<file path="src/rtl/pipe_ctrl_unit_pkg.sv">
// Shared types for the pipeline control unit: pipe state encoding and stage index type.
package pipe_ctrl_unit_pkg;

  localparam int STAGE_CNT = 5;
  localparam int IDX_W     = (STAGE_CNT > 1) ? $clog2(STAGE_CNT) : 1;

  typedef enum logic [1:0] {
    RUN   = 2'd0,
    DRAIN = 2'd1,
    HALT  = 2'd2
  } pipe_state_t;

  typedef logic [IDX_W-1:0] stage_idx_t;

endpackage

</file>
<file path="src/rtl/pipe_ctrl_unit_if.sv">
// Handshake bundle between the core's stage logic (master) and the pipeline control unit (slave).
interface pipe_ctrl_unit_if
  import pipe_ctrl_unit_pkg::*;
#(
  parameter int stage_cnt = STAGE_CNT,
  parameter int cnt_width = 32
);

  localparam int IW = (stage_cnt > 1) ? $clog2(stage_cnt) : 1;

  logic                 en;
  logic [stage_cnt-1:0] stage_rdy;
  logic [stage_cnt-1:0] stage_vld;
  logic [stage_cnt-1:0] stall_req;
  logic                 redirect_vld;
  logic [IW-1:0]        redirect_stage;
  logic                 halt_req;
  logic [stage_cnt-1:0] stage_en;
  logic [stage_cnt-1:0] stage_flush;
  pipe_state_t          state;
  logic                 halted;
  logic [cnt_width-1:0] cycle_cnt;
  logic [cnt_width-1:0] retire_cnt;

  modport master (
    output en, stage_rdy, stage_vld, stall_req, redirect_vld, redirect_stage, halt_req,
    input  stage_en, stage_flush, state, halted, cycle_cnt, retire_cnt
  );

  modport slave (
    input  en, stage_rdy, stage_vld, stall_req, redirect_vld, redirect_stage, halt_req,
    output stage_en, stage_flush, state, halted, cycle_cnt, retire_cnt
  );

endinterface

</file>
<file path="src/rtl/pipe_ctrl_unit_perf_ctr.sv">
// Active-cycle and retired-instruction counters; both wrap freely.
module pipe_perf_ctr
  import pipe_ctrl_unit_pkg::*;
#(
  parameter int cnt_width = 32
) (
  input  logic                 clk,
  input  logic                 rst,
  input  logic                 cyc_inc_i,
  input  logic                 ret_inc_i,
  output logic [cnt_width-1:0] cycle_cnt_o,
  output logic [cnt_width-1:0] retire_cnt_o
);

  logic [cnt_width-1:0] cyc_q, cyc_d;
  logic [cnt_width-1:0] ret_q, ret_d;

  always_comb begin
    cyc_d = cyc_q + cnt_width'(cyc_inc_i);
    ret_d = ret_q + cnt_width'(ret_inc_i);
  end

  always_ff @(posedge clk or posedge rst) begin
    if (rst) begin
      cyc_q <= '0;
      ret_q <= '0;
    end else begin
      cyc_q <= cyc_d;
      ret_q <= ret_d;
    end
  end

  assign cycle_cnt_o  = cyc_q;
  assign retire_cnt_o = ret_q;

endmodule

</file>
<file path="src/rtl/pipe_ctrl_unit.sv">
// Pipeline control unit: freeze/bubble, redirect flush window, drain-and-halt FSM, perf counters.
//   state | meaning
//   RUN   | normal operation
//   DRAIN | fetch blocked (stage 0 flushed), waiting for all stages to empty
//   HALT  | pipeline empty and frozen until halt_req drops
module pipe_ctrl_unit
  import pipe_ctrl_unit_pkg::*;
#(
  parameter int stage_cnt    = STAGE_CNT,
  parameter int flush_cycles = 1,
  parameter int cnt_width    = 32
) (
  input logic            clk,
  input logic            rst,
  pipe_ctrl_unit_if.slave bus
);

  localparam int IW    = (stage_cnt > 1) ? $clog2(stage_cnt) : 1;
  localparam int WIN_W = (flush_cycles > 1) ? $clog2(flush_cycles) : 1;
  localparam logic [WIN_W-1:0] WIN_LOAD = WIN_W'(flush_cycles - 1);

  pipe_state_t          state_q, state_d;
  logic [IW-1:0]        win_stage_q, win_stage_d;
  logic [WIN_W-1:0]     win_left_q, win_left_d;

  logic                 frz_vld;
  logic [IW-1:0]        frz_idx;
  logic                 active;
  logic                 redir_take;
  logic [stage_cnt-1:0] redir_mask, win_mask, bubble, hard_flush, flush, stage_en;
  logic [cnt_width-1:0] cycle_cnt, retire_cnt;

  assign active     = bus.en && (state_q != HALT);
  assign redir_take = bus.redirect_vld && (state_q != HALT);

  // Ascending scan so the highest frozen stage wins.
  always_comb begin
    frz_vld = 1'b0;
    frz_idx = '0;
    for (int i = 0; i < stage_cnt; i++) begin
      if (bus.stall_req[i] || !bus.stage_rdy[i]) begin
        frz_vld = 1'b1;
        frz_idx = IW'(i);
      end
    end
  end

  always_comb begin
    redir_mask = '0;
    win_mask   = '0;
    bubble     = '0;
    for (int i = 0; i < stage_cnt; i++) begin
      if (redir_take && (IW'(i) < bus.redirect_stage)) redir_mask[i] = 1'b1;
      if ((win_left_q != '0) && (IW'(i) < win_stage_q)) win_mask[i] = 1'b1;
      if (frz_vld && (i == int'(frz_idx) + 1)) bubble[i] = 1'b1;
    end
    hard_flush = redir_mask | win_mask | {{(stage_cnt-1){1'b0}}, state_q == DRAIN};
    flush      = (state_q == HALT) ? '0 : (hard_flush | bubble);
  end

  // The bubble stage must stay enabled so its clear is captured; only
  // redirect/drain flushes override the enable.
  always_comb begin
    stage_en = '0;
    for (int i = 0; i < stage_cnt; i++) begin
      stage_en[i] = active && !(frz_vld && (i <= int'(frz_idx))) && !hard_flush[i];
    end
  end

  always_comb begin
    win_stage_d = win_stage_q;
    win_left_d  = win_left_q;
    if (bus.en) begin
      if (redir_take) begin
        win_stage_d = bus.redirect_stage;
        win_left_d  = WIN_LOAD;
      end else if (win_left_q != '0) begin
        win_left_d = win_left_q - 1'b1;
      end
    end
  end

  always_comb begin
    state_d = state_q;
    if (bus.en) begin
      case (state_q)
        RUN:     if (bus.halt_req) state_d = DRAIN;
        DRAIN: begin
          if (!bus.halt_req)            state_d = RUN;
          else if (bus.stage_vld == '0) state_d = HALT;
        end
        HALT:    if (!bus.halt_req) state_d = RUN;
        default: state_d = RUN;
      endcase
    end
  end

  always_ff @(posedge clk or posedge rst) begin
    if (rst) begin
      state_q     <= RUN;
      win_stage_q <= '0;
      win_left_q  <= '0;
    end else begin
      state_q     <= state_d;
      win_stage_q <= win_stage_d;
      win_left_q  <= win_left_d;
    end
  end

  pipe_perf_ctr #(.cnt_width(cnt_width)) u_perf (
    .clk          (clk),
    .rst          (rst),
    .cyc_inc_i    (active),
    .ret_inc_i    (bus.stage_vld[stage_cnt-1] && stage_en[stage_cnt-1]),
    .cycle_cnt_o  (cycle_cnt),
    .retire_cnt_o (retire_cnt)
  );

  assign bus.stage_en    = rst ? '0 : stage_en;
  assign bus.stage_flush = rst ? '1 : flush;
  assign bus.state       = state_q;
  assign bus.halted      = (state_q == HALT);
  assign bus.cycle_cnt   = cycle_cnt;
  assign bus.retire_cnt  = retire_cnt;

endmodule
</file>
<file path="src/flat_wrapper.sv">
// flat-port wrapper written by rule: the top's interface ports become plain ports
module pipe_ctrl_unit_flat import pipe_ctrl_unit_pkg::*;
#(
  parameter int stage_cnt    = STAGE_CNT,
  parameter int flush_cycles = 1,
  parameter int cnt_width    = 32
)
  (clk, rst, bus_en, bus_stage_rdy, bus_stage_vld, bus_stall_req, bus_redirect_vld, bus_redirect_stage, bus_halt_req, bus_stage_en, bus_stage_flush, bus_state, bus_halted, bus_cycle_cnt, bus_retire_cnt);
  pipe_ctrl_unit_if #(.stage_cnt(stage_cnt), .cnt_width(cnt_width)) bus_i ();
  input logic clk;
  input logic rst;
  input wire logic [$bits(bus_i.en)-1:0] bus_en;
  input wire logic [$bits(bus_i.stage_rdy)-1:0] bus_stage_rdy;
  input wire logic [$bits(bus_i.stage_vld)-1:0] bus_stage_vld;
  input wire logic [$bits(bus_i.stall_req)-1:0] bus_stall_req;
  input wire logic [$bits(bus_i.redirect_vld)-1:0] bus_redirect_vld;
  input wire logic [$bits(bus_i.redirect_stage)-1:0] bus_redirect_stage;
  input wire logic [$bits(bus_i.halt_req)-1:0] bus_halt_req;
  output wire logic [$bits(bus_i.stage_en)-1:0] bus_stage_en;
  output wire logic [$bits(bus_i.stage_flush)-1:0] bus_stage_flush;
  output wire logic [$bits(bus_i.state)-1:0] bus_state;
  output wire logic [$bits(bus_i.halted)-1:0] bus_halted;
  output wire logic [$bits(bus_i.cycle_cnt)-1:0] bus_cycle_cnt;
  output wire logic [$bits(bus_i.retire_cnt)-1:0] bus_retire_cnt;
  assign bus_i.en = bus_en;
  assign bus_i.stage_rdy = bus_stage_rdy;
  assign bus_i.stage_vld = bus_stage_vld;
  assign bus_i.stall_req = bus_stall_req;
  assign bus_i.redirect_vld = bus_redirect_vld;
  assign bus_i.redirect_stage = bus_redirect_stage;
  assign bus_i.halt_req = bus_halt_req;
  assign bus_stage_en = bus_i.stage_en;
  assign bus_stage_flush = bus_i.stage_flush;
  assign bus_state = bus_i.state;
  assign bus_halted = bus_i.halted;
  assign bus_cycle_cnt = bus_i.cycle_cnt;
  assign bus_retire_cnt = bus_i.retire_cnt;
  pipe_ctrl_unit #(.stage_cnt(stage_cnt), .flush_cycles(flush_cycles), .cnt_width(cnt_width)) u_core (.clk(clk), .rst(rst), .bus(bus_i));
endmodule
</file>
<file path="config.mk">
export PLATFORM = sky130hd
export DESIGN_NAME = pipe_ctrl_unit_flat
export DESIGN_NICKNAME = d
export VERILOG_FILES = /design/src/rtl/pipe_ctrl_unit_pkg.sv /design/src/rtl/pipe_ctrl_unit_if.sv /design/src/rtl/pipe_ctrl_unit_perf_ctr.sv /design/src/rtl/pipe_ctrl_unit.sv /design/src/flat_wrapper.sv
export SDC_FILE = /design/constraint.sdc
export NUM_CORES = 1
export LEC_CHECK = 0
export CORE_ASPECT_RATIO = 1.4
export CORE_MARGIN = 5
export CORE_UTILIZATION = 30
export CTS_BUF_LIST = sky130_fd_sc_hd__clkbuf_4
export CTS_CLUSTER_SIZE = 30
export DETAILED_ROUTE_END_ITERATION = 7
export GPL_TIMING_DRIVEN = 0
export PLACE_DENSITY = 0.63
export SETUP_SLACK_MARGIN = 0.4
export SKIP_LAST_GASP = 1
export SYNTH_ARGS = -nofsm -noshare
export SYNTH_HDL_FRONTEND = slang
export SYNTH_HIERARCHICAL = 1
export SYNTH_SLANG_ARGS = --single-unit
</file>
<file path="constraint.sdc">
create_clock -name clk -period 5.31 [get_ports clk]
set_input_delay 1.3275 -clock clk [delete_from_list [all_inputs] [get_ports clk]]
set_output_delay 1.3275 -clock clk [all_outputs]
set_load 0.02 [all_outputs]
</file>
-- Yosys cells after proc, flatten, opt, wreduce, memory -nomap -nowiden
Cells that the tools add are included.
- magnitude comparators: 14
- bitwise logic cells: 3
- equal/unequal tests: 10
- add/sub/neg operators: 4
- muxes and demuxes: 34
- reductions and logical operators: 57
- operator list (kind ; count):
    32-bit by 1-bit adder with 32-bit output ; 2
    3-bit by 32-bit == test with 1-bit output (first input constant) ; 2
    2-bit by 32-bit == test with 1-bit output (first input constant) ; 1
    4-bit by 32-bit == test with 1-bit output (first input constant) ; 1
    1-bit logical AND ; 32
    32-bit logical NOT ; 1
    1-bit two-way mux ; 23
    1-bit logical NOT ; 15
    5-bit two-way mux ; 3
    1-bit by 3-bit < comparator with 1-bit output (first input constant) ; 4
    2-bit by 3-bit < comparator with 1-bit output (first input constant) ; 4
    5-bit OR ; 2
    3-bit two-way mux ; 3
    2-bit two-way mux ; 4
    2-bit by 3-bit <= comparator with 1-bit output (first input constant) ; 2
    3-bit < comparator (first input constant) ; 2
    2-bit != test (second input constant) ; 3
    2-bit one-hot mux with 3 select lines ; 1
    5-bit logical NOT ; 1
    1-bit logical OR ; 5
    5-bit by 1-bit OR with 5-bit output ; 1
    3-bit by 1-bit adder with 4-bit output (second input constant) ; 1
    4-bit AND reduction ; 1
    1-bit by 3-bit <= comparator with 1-bit output (first input constant) ; 1
    7 further kinds ; 7
- bits in registers: 70
- word-level logic and storage cells: 127
- input port bits: 23
- output and inout port bits: 77

-- Depth between registers and ports, before layout
Gate-level depths: netlist (run 1).
- word-level depth: 13
- gate-level depth with buffers: 9
- depth with buffers taken out: 9

-- Modules after synthesis
The synthesis (run 1) kept the hierarchy.
- modules (own cells, without submodules) (module ; area each (um^2) ; seq. area each (um^2) ; instances ; cells an instance):
    pipe_perf_ctr ; 2919.0 ; 1601.5 ; 1 ; 252
    pipe_ctrl_unit ; 371.6 ; 50.0 ; 1 ; 50

-- Least setup slack after synthesis (run 1)
OpenSTA, ideal clock, no wires.
- path kind: in2out
- start point: input port bus_stall_req[1]
- end point: output port bus_stage_en[1]
- arrival: 2230 ps
- path slack: 1752 ps
- data required time: 3983 ps
- cell stages on the path: 3
- buffers on the path: 0
- cells stage by stage: nor4bb_1 nand2_1 nor3_1
- word-level cells in the longest chain between the ends: 11
- elaborated cells on any way between the ends: 15
- classes of those cells: 1 x order compare; 9 x mux; 5 x reduce/logical
- ends and longest elaborated chain (element ; RTL line ; RTL):
    start, declared ; flat_wrapper.sv:15 ; input wire logic [$bits(bus_i.stall_req)-1:0] bus_stall_req;
    1-bit logical OR * ; pipe_ctrl_unit.sv:41 ; if (bus.stall_req[i] || !bus.stage_rdy[i]) begin
    1-bit two-way mux ; pipe_ctrl_unit.sv:41 ;
    3-bit two-way mux (3 in a row) ; pipe_ctrl_unit.sv:41 ;
    1-bit by 3-bit <= comparator with 1-bit output ; pipe_ctrl_unit.sv:66 ; stage_en[i] = active && !(frz_vld && (i <= int'(frz_idx))) && !hard_flush[i];
    1-bit logical AND * ; pipe_ctrl_unit.sv:66 ;
    1-bit logical NOT * ; pipe_ctrl_unit.sv:66 ;
    1-bit logical AND * (2 in a row) ; pipe_ctrl_unit.sv:66 ;
    5-bit two-way mux * ; pipe_ctrl_unit.sv:119 ; assign bus.stage_en = rst ? '0 : stage_en;
    end, declared ; flat_wrapper.sv:19 ; output wire logic [$bits(bus_i.stage_en)-1:0] bus_stage_en;
Mark *: on every way between the ends. The rest lies on a longest branch, timed or not.

-- Worst setup path after layout (run 1)
- start point: input port bus_stage_rdy[2]
- end point: output port bus_stage_en[0]
- word-level cells in the longest chain between the ends: 9
- ends and longest elaborated chain (element ; RTL line ; RTL):
    start, declared ; flat_wrapper.sv:13 ; input wire logic [$bits(bus_i.stage_rdy)-1:0] bus_stage_rdy;
    1-bit logical NOT ; pipe_ctrl_unit.sv:41 ;
    1-bit logical OR ; pipe_ctrl_unit.sv:41 ;
    1-bit two-way mux (3 in a row) ; pipe_ctrl_unit.sv:41 ;
    1-bit logical NOT ; pipe_ctrl_unit.sv:66 ;
    1-bit logical AND (2 in a row) ; pipe_ctrl_unit.sv:66 ;
    5-bit two-way mux ; pipe_ctrl_unit.sv:119 ;
Every way passes these cells.

==> qor.csv, run 1 <==
metric,value,unit
post-synthesis xor/xnor area fraction,16.0,%
Post-Layout Inst Area,4600,um^2
LEAKAGE,0.00196,uW
Main synth FF type,dfrtp_1,
Layout area overhead,39.8,%
Synth Cell Area,3290,um^2
Overall Power,1130,uW
routed length per instance,14.8,um
TritonCTS Buffers,9,
Sw Ratio,29.6,%
final hold vios,0,
clock slew at reported path FFs,0.11,ns
worst-path fanout max,2,
slowest cell on the critical path,clkdlybuf4s50_1,
Post-DP Area,4480,um^2
GRT Total Usage,13.0,%
CP Launch Type,primary input,
PortBufs,99,
main combinational cell family by area after synthesis,simple AND/OR/NAND/NOR gates,
Iteration-0 DRC Markers,93,
post-synthesis adder-cell area fraction,1.90,%
final WL,8270,um
Layout Cells excl Fill,559,
Resized cells post-CTS,0,
CTS sink cnt,66,
result of the run,finished clean,
DRC,0,
Synth Area in Simple Gates,26.2,%
post-synth cell types,43,
post-synthesis sequential area ratio,50.2,%
Initial Utilization,30.4,%
"Clk Latency, worst-skew pair",0.40,ns
relative slew slack,47.8,%
number of cell rows,45,
Nets,441,
CTS tree,yes,
CP required,3.98,ns
crit-path cells,"clkdlybuf4s50_1, nor4bb_1, nand2_1, and4b_1, clkdlybuf4s50_1",
routed vias,2684,
Synth warnings,6,
vias per cell,4.80,
largest net degree at the start of global routing,41,
"FFs w/ async S/R, synth",100,%
vias in the first global route,2822,
Comb pwr share,20.1,%
minimum clock period,4.51,ns
"slowest stage delay, CP",0.62,ns
total global routing overflow,0,
Final setup viols,0,
PD cells,245,nW/um^2
setup bufs post-CTS,0,
# fillers,1061,
gpl congestion,0.748,
Crit. End Element,output pin,
Post-Syn Area per Cell,10.9,um^2
Clk network pwr share,27.7,%
Synth Net Count,330,
initial antenna violation count,1,
Die Wd,98.5,um
multiplexer share of the synthesized area,0,%
Yosys reg bits,66,
"EDFF count, synth",0,
"antenna viol nets, final",0,
Worst path most repeated cell,clkdlybuf4s50_1,
deepest clock path buffer count,2,
compound-cell area share of the yosys netlist,3.42,%
hold slack,0.494,ns
DR pass1 iterations,4,
Clk Tree Root Cell,clkbuf_4,
Sw Pwr,334,uW
final setup TNS,0,ns
fraction of layout cells with a size suffix above 1,6.71,%
core area,10800,um^2
final period utilization,84.9,%
Critical path buffers and inverters,2,
Crit Path Category,primary input to output pin,
Peak VDD IR,140,uV
Cells after Synth,302,
Clock Skews,0.0120,ns
hold crit path type,flop to flop,
max-cap violation count,0,
hold-fix buffer count after cts,0,
H-tree depth,3,
post-placement cell count,543,
CP arrival,3.18,ns
Die ar.,13200,um^2
Flop pwr share,52.1,%
io pins,100,
unrepaired setup endpoints after global routing,false,
Worst Max-Slew Pin Slew,0.780,ns
Die H,134,um
CP top delay family,buffers and inverters,
Achievable Freq,222,MHz
first-pass GRT wire length,13800,um
P_int,793,uW
Detailed Place HPWL,6330,um
Slew Limit Fails,0,
## state kept, by name, summed over array words and instances (netlist names)
register	count
u_core/u_perf/retire_cnt_o	32
u_core/bus.state	2
u_core/u_perf/cycle_cnt_o	32
## Yosys cell counts, types with 3 or more instances
cell type | instances | area share, %
dfrtp_1 | 66 | 50
nor3_1 | 9 | 1.4
inv_1 | 13 | 1.5
xor2_1 | 13 | 3.5
nand4_1 | 27 | 5.1
o21ai_1 | 3 | 0.46
and2_1 | 5 | 0.95
nand2b_1 | 3 | 0.57
nand2_1 | 20 | 2.3
xnor2_1 | 47 | 13
nor4_1 | 4 | 0.76
nor2b_1 | 3 | 0.57
nor2_1 | 10 | 1.1
and3_1 | 9 | 1.7
nor4_4 | 3 | 1.9
nand3_1 | 28 | 4.3
and4_1 | 4 | 1.1
ha_1 | 5 | 1.9
## layout by cell type, fill, tap and decap left out, drive strengths merged, types with 2 or more instances in the layout
cell and instances:
nor2 12, nor4 8, nor2b 3, and2 5, nand3b 2, a211oi 2
clkinv 4, nand4 29, nor3 9, ha 5, and4 4, nand2b 4
xnor2 47, xor2 13, nand3 28, inv 14, o21ai 3, nand2 20
clkbuf 10, o311ai 2, clkdlybuf4s50 99, dfrtp 66, and3 9, buf 4
## layer usage
layer | global-route usage, % | wire, um | share of wire [%] | up-vias
met1 | 15.0 | 3360 | 41 | 1288
met4 | 5.62 | 113 | 1.4 | 0
li1 | - | - | - | 1309
met5 | 0 | 0 | 0 | -
met3 | 4.84 | 616 | 7.5 | 7
met2 | 21.6 | 4180 | 51 | 80
## logic make-up (layout without fill, tap and decap cells)
family                     after synthesis  after routing
AOI/OAI and AO/OA                       15             15
other                                    0              1
xor gates and xnor gates                60             60
DFF                                     66             66
adders and majority gates                5              5
buffers and inverters                   17            132
and+or+nand+nor                        139            139
## area by class of cell
type | count | area [um^2] | share of cell area (%)
Sequential cell | 66 | 1650 | 35.9
Clock inverter | 5 | 46.3 | 1.01
Inverter | 14 | 55.1 | 1.20
Clock buffer | 10 | 75.1 | 1.63
Tap cell | 141 | 176 | 3.83
Buffer | 3 | 21.3 | 0.462
Antenna cell | 1 | 2.50 | 0.0544
Multi-Input combinational cell | 219 | 1560 | 34.0
Timing Repair Buffer | 100 | 1010 | 22.0
## metrics by stage
step | setup slack, ns | utilization [%]
4_1_cts | 0.805 | 42.5
3_5_place_dp | 0.810 | 41.4
6_report | 0.800 | 42.6
3_3_place_gp | 0.846 | 41.2
2_1_floorplan | 1.75 | -
5_1_grt | 0.696 | 42.6
## path summary, 6_finish.rpt
check / startpoint / to / slack [ns] / cells after the start
max: bus_stage_rdy[2] / bus_stage_en[0] / 0.80 / 5
min: u_core/u_perf/cycle_cnt_o[27] / u_core/u_perf/cycle_cnt_o[27] / 0.49 / 1
max reg2reg: u_core/bus.state[0] / u_core/u_perf/retire_cnt_o[28] / 2.73 / 9
min reg2reg: u_core/u_perf/cycle_cnt_o[27] / u_core/u_perf/cycle_cnt_o[27] / 0.49 / 1
max in group asynchronous: rst / u_core/u_perf/retire_cnt_o[28] / 3.32 / 3
min in group asynchronous: rst / u_core/bus.state[1] / 1.26 / 2
## power by group through the flow
stage	Combinational, uW	Sequential (uW)	Clock (uW)
after floorplan	62.6	634	0
after global placement	227	596	0
after detailed placement	231	597	0
after CTS	232	588	329
after global routing	249	595	355
final	227	588	313
(Power assumes the default switching activity.)
==> run 2, diff against run 1 <==
PLACE_DENSITY = 0.65   (was 0.63)
clock period = 3.7 ns   (was 5.31 ns; I/O delays follow)
==> qor.csv, run 2 (synthesis results as in run 1) <==
metric,value,unit
TritonCTS Buffers,9,
CP required,2.77,ns
core area,10800,um^2
final setup TNS,0,ns
max-cap violation count,0,
CP top delay family,buffers and inverters,
post-placement cell count,543,
Crit. End Element,output pin,
Crit Path Category,primary input to output pin,
Detailed Place HPWL,6320,um
io pins,100,
Initial Utilization,30.4,%
"antenna viol nets, final",0,
CTS sink cnt,66,
DR pass1 iterations,4,
Clock Skews,0.00928,ns
gpl congestion,0.772,
vias per cell,4.89,
worst-path fanout max,4,
fraction of layout cells with a size suffix above 1,9.09,%
GRT Total Usage,13.2,%
Final setup viols,0,
pre-CTS WS,0.0485,ns
Slew Limit Fails,0,
CP Launch Type,primary input,
Die H,134,um
Nets,441,
number of cell rows,45,
"slowest stage delay, CP",0.42,ns
initial antenna violation count,1,
DRC,0,
total global routing overflow,0,
LEAKAGE,0.00200,uW
final period utilization,89.5,%
Sw Pwr,487,uW
first-pass GRT wire length,14200,um
"Clk Latency, worst-skew pair",0.40,ns
final hold vios,0,
Sw Ratio,29.8,%
Layout area overhead,39.7,%
result of the run,finished clean,
hold-fix buffer count after cts,0,
Worst Max-Slew Pin Slew,0.650,ns
Clk network pwr share,28.3,%
Multi-input gate area,1580,um^2
most frequent cells in the layout,"86 x clkdlybuf4s50_1, 66 x dfrtp_1, 47 x xnor2_1",
CP arrival,2.39,ns
unrepaired setup endpoints after global routing,true,
Layout Cells excl Fill,560,
Peak VDD IR,150,uV
PortBufs,99,
Iteration-0 DRC Markers,111,
"commonest non-fill, non-tap cell in the layout",clkdlybuf4s50_1,
# fillers,1076,
crit-path cells,"clkdlybuf4s50_1, and4bb_4, nand2_1, and4b_1, clkdlybuf4s15_1",
largest net degree at the start of global routing,37,
hold slack,0.486,ns
Comb pwr share,20.2,%
routed length per instance,15.0,um
P_int,1140,uW
Register Area,1650,um^2
Die ar.,13200,um^2
H-tree depth,3,
Achievable Freq,302,MHz
PD cells,355,nW/um^2
Clk Tree Root Cell,clkbuf_4,
routed vias,2736,
deepest clock path buffer count,2,
hold crit path type,flop to flop,
slowest cell on the critical path,clkdlybuf4s50_1,
worst setup margin,0.387,ns
relative slew slack,56.6,%
Flop pwr share,51.5,%
final WL,8410,um
vias in the first global route,2906,
Critical path buffers and inverters,2,
Die Wd,98.5,um
CTS tree,yes,
clock slew at reported path FFs,0.11,ns
minimum clock period,3.31,ns
## run 2: metrics by stage
stage / power (uW) / utilization, % / area [um^2]
2_1_floorplan: 1000 / - / 3290
3_3_place_gp: 1180 / 41.2 / 4460
3_5_place_dp: 1190 / 41.4 / 4480
4_1_cts: 1660 / 42.5 / 4600
5_1_grt: 1730 / 42.5 / 4600
6_report: 1630 / 42.5 / 4600
## run 2: repair_timing
action	CTS	global route
gates resized for setup	19	17
setup endpoints to repair	10	16
setup buffers	0	0
## run 2: final cells by class
type | instances | share of cell area (%)
diodes | 1 | 0.0544
plain buffers | 3 | 0.463
clock buffers | 11 | 1.80
clock inverters | 5 | 0.980
inverters | 14 | 1.20
multi-input cells | 219 | 34.3
flip-flops and latches | 66 | 35.9
well taps | 141 | 3.84
repair buffers | 100 | 21.4
## run 2: per-layer routing
metal  up-vias  track usage (%)  part of all wire [%]
met2        87             21.5                    48
met5         -                0                     0
met1      1330             15.5                    41
met4         0             6.00                   2.9
met3        17             4.89                   7.4
li1       1302                -                     -
## run 2: path summary, 6_finish.rpt
check,startpoint,endpoint,slack (ns),depth (start not counted)
max,bus_stall_req[4],bus_stage_en[0],0.39,5
min,u_core/u_perf/retire_cnt_o[31],u_core/u_perf/retire_cnt_o[31],0.49,1
max reg2reg,u_core/bus.state[0],u_core/u_perf/retire_cnt_o[18],1.37,9
min reg2reg,u_core/u_perf/retire_cnt_o[31],u_core/u_perf/retire_cnt_o[31],0.49,1
max in group asynchronous,rst,u_core/u_perf/retire_cnt_o[16],2.05,3
min in group asynchronous,rst,u_core/bus.state[1],0.82,2
## run 2: worst reg2reg max path, stage by stage (launching register included)
cell and delay, ns:
dfrtp_1 0.45, nand2b_4 0.23, nand3_1 0.09, nor3_1 0.17, ha_1 0.21, ha_1 0.24, nand2_1 0.11, nor2_2 0.38
nand4_1 0.19, xnor2_1 0.16
## run 2: power by group through the flow
stage / sequential, uW / clock, uW / combinational, uW
after floorplan: 910 / 0 / 89.8
after global placement: 852 / 0 / 327
after detailed placement: 856 / 0 / 336
after CTS: 842 / 482 / 335
after global routing: 852 / 516 / 359
final: 841 / 462 / 329
